--- src/rtl/packet_fifo.sv ---
// Store-and-forward packet buffer: a packet is released downstream only once its
// last word is stored, so every released packet streams without valid gaps.
module packet_fifo #(
  parameter int P_DATA_WIDTH = 32,
  parameter int P_DEPTH      = 64
) (
  input  logic                    clk,
  input  logic                    rst,
  input  logic                    valid_in,
  input  logic                    last_in,
  input  logic [P_DATA_WIDTH-1:0] data_in,
  output logic                    ready_in,
  output logic                    valid_out,
  output logic                    last_out,
  output logic [P_DATA_WIDTH-1:0] data_out,
  input  logic                    ready_out,
  output logic                    drop_out
);

  localparam int AW = $clog2(P_DEPTH);
  localparam int PW = AW + 1;
  localparam logic [PW-1:0] PTR_ONE   = PW'(1);
  localparam logic [PW-1:0] PTR_DEPTH = PW'(P_DEPTH);

  typedef enum logic {
    FILL,
    DISCARD
  } state_t;

  // Each entry carries the word plus its last flag.
  logic [P_DATA_WIDTH:0] mem [P_DEPTH];

  state_t                state_reg, state_next;
  logic [PW-1:0]         wr_ptr_reg, wr_ptr_next;
  logic [PW-1:0]         commit_ptr_reg, commit_ptr_next;
  logic [PW-1:0]         rd_ptr_reg;
  logic [PW-1:0]         occupancy;
  logic                  full;
  logic                  mem_we;
  logic                  drop_next;
  logic                  drop_reg;
  logic                  valid_out_reg;
  logic                  last_out_reg;
  logic [P_DATA_WIDTH-1:0] data_out_reg;
  logic                  out_load;
  logic [P_DATA_WIDTH:0] rd_word;

  assign ready_in  = ~rst;
  assign valid_out = valid_out_reg;
  assign last_out  = last_out_reg;
  assign data_out  = data_out_reg;
  assign drop_out  = drop_reg;

  // Space freed by a same-cycle read is deliberately not visible to this cycle's write.
  assign occupancy = wr_ptr_reg - rd_ptr_reg;
  assign full      = (occupancy == PTR_DEPTH);

  always_ff @(posedge clk) begin
    if (rst) begin
      state_reg      <= FILL;
      wr_ptr_reg     <= '0;
      commit_ptr_reg <= '0;
      drop_reg       <= 1'b0;
    end else begin
      state_reg      <= state_next;
      wr_ptr_reg     <= wr_ptr_next;
      commit_ptr_reg <= commit_ptr_next;
      drop_reg       <= drop_next;
    end
  end

  always_comb begin
    state_next      = state_reg;
    wr_ptr_next     = wr_ptr_reg;
    commit_ptr_next = commit_ptr_reg;
    drop_next       = 1'b0;
    mem_we          = 1'b0;
    case (state_reg)
      FILL: begin
        if (valid_in) begin
          if (!full) begin
            mem_we      = 1'b1;
            wr_ptr_next = wr_ptr_reg + PTR_ONE;
            if (last_in) begin
              commit_ptr_next = wr_ptr_reg + PTR_ONE;
            end
          end else begin
            // Overflow: throw away the partial packet and skip the rest of it.
            wr_ptr_next = commit_ptr_reg;
            if (last_in) begin
              drop_next = 1'b1;
            end else begin
              state_next = DISCARD;
            end
          end
        end
      end
      DISCARD: begin
        if (valid_in && last_in) begin
          state_next = FILL;
          drop_next  = 1'b1;
        end
      end
      default: state_next = FILL;
    endcase
  end

  always_ff @(posedge clk) begin
    if (mem_we) begin
      mem[wr_ptr_reg[AW-1:0]] <= {last_in, data_in};
    end
  end

  // Only committed words are ever read, which is what guarantees continuity.
  assign rd_word  = mem[rd_ptr_reg[AW-1:0]];
  assign out_load = (rd_ptr_reg != commit_ptr_reg) && (!valid_out_reg || ready_out);

  always_ff @(posedge clk) begin
    if (rst) begin
      rd_ptr_reg    <= '0;
      valid_out_reg <= 1'b0;
      last_out_reg  <= 1'b0;
      data_out_reg  <= '0;
    end else if (out_load) begin
      rd_ptr_reg    <= rd_ptr_reg + PTR_ONE;
      valid_out_reg <= 1'b1;
      last_out_reg  <= rd_word[P_DATA_WIDTH];
      data_out_reg  <= rd_word[P_DATA_WIDTH-1:0];
    end else if (valid_out_reg && ready_out) begin
      valid_out_reg <= 1'b0;
    end
  end

endmodule
--- config.mk ---
export PLATFORM = sky130hd
export DESIGN_NAME = packet_fifo
export DESIGN_NICKNAME = d
export VERILOG_FILES = /design/src/rtl/packet_fifo.sv
export SDC_FILE = /design/constraint.sdc
export NUM_CORES = 2
export LEC_CHECK = 0
export BUFFER_PORTS_ARGS = -buffer_cell sky130_fd_sc_hd__buf_2
export CORE_ASPECT_RATIO = 1.25
export CORE_MARGIN = 2
export CORE_UTILIZATION = 26
export DETAILED_ROUTE_END_ITERATION = 7
export GPL_TIMING_DRIVEN = 0
export REMOVE_ABC_BUFFERS = 1
export SETUP_SLACK_MARGIN = 0.5
export SLEW_MARGIN = 5
export SYNTH_ARGS = -nofsm -noshare
export SYNTH_HDL_FRONTEND = slang
export SYNTH_SLANG_ARGS = --single-unit
--- constraint.sdc ---
create_clock -name clk -period 8.22 [get_ports clk]
set_input_delay 1.644 -clock clk [delete_from_list [all_inputs] [get_ports clk]]
set_output_delay 1.644 -clock clk [all_outputs]
set_load 0.05 [all_outputs]
==> qor.yml <==
status: "completed"
cts_root_buffer: "clkbuf_16"
clock-skew-final_ns: 0.03812
grtUsageTotal: 0.1346
place_area_um2: 91530
first_iter_violations: 5028
dieArea_um2: 325100
max_stage_delay_ns: 1.07
routedWlPerCell_um: 26.07
period_minus_slack_ns: 6.719
yosysWarnings: 0
ys_seq_area_frac: 0.7748
crit_fanout: 45
fmax_mhz: 148.8
ctsResizeCount: 0
synth_edf_count: 2112
power_uw: 26890
synth_ff_type: "edfxtp_1"
ant_nets: 0
critPathLaunch: "rd_ptr_reg[1]$_SDFFE_PP0P_"
drcViolationCount: 0
crit_slowest_cell: "nor4b_4"
firstDrtPassIters: 5
worstRegToRegCells: 14
row_count: 232
largest_reg_flops: 2112
ios: 73
syn_to_final_growth_pct: 17.81
antenna_found_initial: 22
fin_cells: 8565
dieWidth_um: 510.4
finalNetCount: 4217
critPathTopFamily: "simple AND/OR/NAND/NOR gates"
clock_latency_ns: 0.86
syn_area_um2: 83330
critPathBufInv: 7
cts_tree: "done"
path_common_cell: "buf_16"
vias: 41310
io_buffer_count: 72
finalInstanceArea_um2: 98170
grt_max_degree: 68
ctsHoldBuffers: 0
period_share: 0.8174
yosysTopAreaCellShare: 0.7611
slew_headroom: 0.07916
setup_tns_ns: 0
worstPathRequired_ns: 8.80
path_depth: 14
slew_viol_final: 0
grt_pass1_wl_um: 313500
reg2reg_setup_slack_ns: 1.50
hp-class: "flip-flop to flip-flop"
ys_ff_latch: 2169
dp_hpwl_um: 139900
crit_path_cell_trace: "buf_16 -> buf_16 -> inv_4 -> buf_16 -> ha_1 -> and3b_1 -> o21ai_0 -> mux2_2 -> nor4b_4 -> nand2b_1 -> nor3_2 -> buf_4 -> buf_6 -> buf_4"
yosys.area.top_type: "edfxtp_1"
crit_end: "mem[28][2]$_DFFE_PP_"
cap_violations: 0
avgSynthCellArea_um2: 21.12
p_leak_uw: 0.02958
cts_buffer_depth: 3
crit_type: "flip-flop to flip-flop"
async_flop_share: 0
routed_wl_um: 223300
tightest_slew_ns: 1.381
grt-ovfl-total: 0
die_h_um: 637.0
htreeDepth: 4
synthCells: 3945
synth_cell_types: 62
crit_path_start_kind: "flip-flop"
rsz0062_at_grt: "false"
ir_worst_vdd_uv: 270.9
first_global_vias: 41630
regToRegEndpoint: "mem[28][2]$_DFFE_PP_"
endpoint_kind: "flip-flop"
arrival_ns: 7.30
clk_pin_slew_ns: 0.06
placed_cells: 8177
cts_setup_buffers: 0
finalHoldViolations: 0
fin_hold_ws_ns: 0.4756
synth_area_leaders: "edfxtp_1 (76%), mux4_2 (11%), mux2i_1 (3.4%), dfxtp_1 (1.4%), a22oi_1 (0.89%)"
place_congestion: 0.7997
start_util: 0.2610
powerDensity_nw_per_um2: 273.9
final_layout_size_suffix_gt1_frac: 0.2555
avgViaCountPerCell: 4.823
reg2reg_from: "rd_ptr_reg[1]$_SDFFE_PP0P_"
setup_viol: 0
clock_sinks: 2169
core_um2: 319300
cts_buffers: 204
metal layers:
| metal | wire (um) | part of all wire | global-route usage | vias to the layer above |
|---|---|---|---|---|
| li1 | - | - | - | 17070 |
| met1 | 88930 | 0.40 | 0.1755 | 22220 |
| met2 | 107900 | 0.48 | 0.2201 | 1662 |
| met3 | 16170 | 0.072 | 0.02314 | 345 |
| met4 | 10210 | 0.046 | 0.05761 | 8 |
| met5 | 51 | 0.00023 | 0 | - |
final cells by class:
cell class,count,area [um^2]
Fill cell,30540,221100
Antenna cell,9,22.52
Inverter,9,37.54
Tap cell,4212,5270
Multi-Input combinational cell,1534,18150
Clock inverter,113,1012
Sequential cell,2169,64580
Timing Repair Buffer,254,3565
Clock buffer,265,5540
kinds of logic after synthesis:
logic type | synth area share
flip-flops | 0.7748
multiplexers | 0.1507
AO/OA/AOI/OAI | 0.03872
AND/OR/NAND/NOR | 0.01797
buffers and inverters | 0.01462
XOR/XNOR | 0.001997
adder cells (fa/ha/maj) | 0.001201
stage by stage:
step | setup WS [ns] | util
CTS | 1.626 | 0.3072
floorplan | -18.33 | -
global placement | -47.06 | 0.2749
global route | 1.252 | 0.3074
finish | 1.501 | 0.3075
detailed placement | 1.626 | 0.2867
cells in the mapped netlist (2+ instances only):
cell type and instances:
nand3_1 15, a31oi_1 23, a21oi_1 66, a211oi_1 18, nor2_1 99, buf_2 73, and2_1 9, mux2_2 55
mux2i_1 286, nand2_1 89, o21ai_0 31, buf_4 34, a311oi_1 8, ha_1 8, nor3_1 34, o211a_1 2
nor4_1 2, or4_1 4, inv_2 2, o21a_1 11, xor2_1 5, a2111oi_0 28, nand3b_1 9, o32ai_1 11
buf_6 12, edfxtp_1 2112, nor2b_1 23, a22o_1 33, a22oi_1 99, dfxtp_1 57, xnor2_1 14, o22ai_1 53
o221a_2 8, clkbuf_1 97, nand2b_1 6, a21o_1 3, inv_1 6, mux4_2 403, o221ai_1 16, or4b_2 2
a221oi_1 27, nand4_1 11, or3_1 7, buf_1 16
worst register-to-register path, cell delays in order, from the launching register on:
cell,delay (ns)
dfxtp_4,0.86
buf_16,0.39
buf_16,0.34
inv_4,0.37
buf_16,0.29
ha_1,0.41
and3b_1,0.21
o21ai_0,0.19
mux2_2,0.39
nor4b_4,1.07
nand2b_1,0.93
nor3_2,0.31
buf_4,0.30
buf_6,0.18
buf_4,0.20
report_power, final:
part           internal [uW]  switching (uW)  total (uW)  leakage [uW]
Sequential             12300             174       12500        0.0195
Clock                   5220            4050        9270       0.00320
Combinational           2160            2980        5140       0.00691
layout by cell type (no fill, tap or decap), types with 10 or more instances in the layout:
master and instances:
clkbuf_1 46, a221oi_1 27, buf_6 31, o21a_1 11
nor2_1 43, buf_2 56, a21oi_1 66, clkinv_2 34
o221ai_1 16, dfxtp_1 52, nor3_2 17, nor2b_1 20
buf_12 56, clkbuf_8 10, mux4_2 403, a31oi_1 23
xnor2_1 14, nand4_1 11, clkbuf_16 209, clkinv_1 49
nor3_1 17, mux2_2 55, o22ai_1 53, buf_4 57
bufinv_16 15, buf_16 46, a211oi_1 18, a2111oi_0 17
edfxtp_1 2112, o32ai_1 11, a22o_1 33, mux2i_1 286
o21ai_0 31, nand3_1 12, nor2_4 55, nand2_1 89
a22oi_1 99
worst min path at each step:
| stage | depth (start not counted) | slack, ns | startpoint | end |
|---|---|---|---|---|
| after detailed placement | 1 | 0.45 | data_out[18]$_SDFFE_PP0P_ | data_out[18]$_SDFFE_PP0P_ |
| final | 1 | 0.48 | data_out[25]$_SDFFE_PP0P_ | data_out[25]$_SDFFE_PP0P_ |
| after global placement | 1 | 0.45 | data_out[31]$_SDFFE_PP0P_ | data_out[31]$_SDFFE_PP0P_ |
| after floorplan | 2 | 0.46 | commit_ptr_reg[1]$_SDFFE_PP0P_ | commit_ptr_reg[1]$_SDFFE_PP0P_ |
| after CTS | 1 | 0.47 | data_out[18]$_SDFFE_PP0P_ | data_out[18]$_SDFFE_PP0P_ |
| after global routing | 1 | 0.48 | data_out[0]$_SDFFE_PP0P_ | data_out[0]$_SDFFE_PP0P_ |
Power figures use the tool's default switching activity.
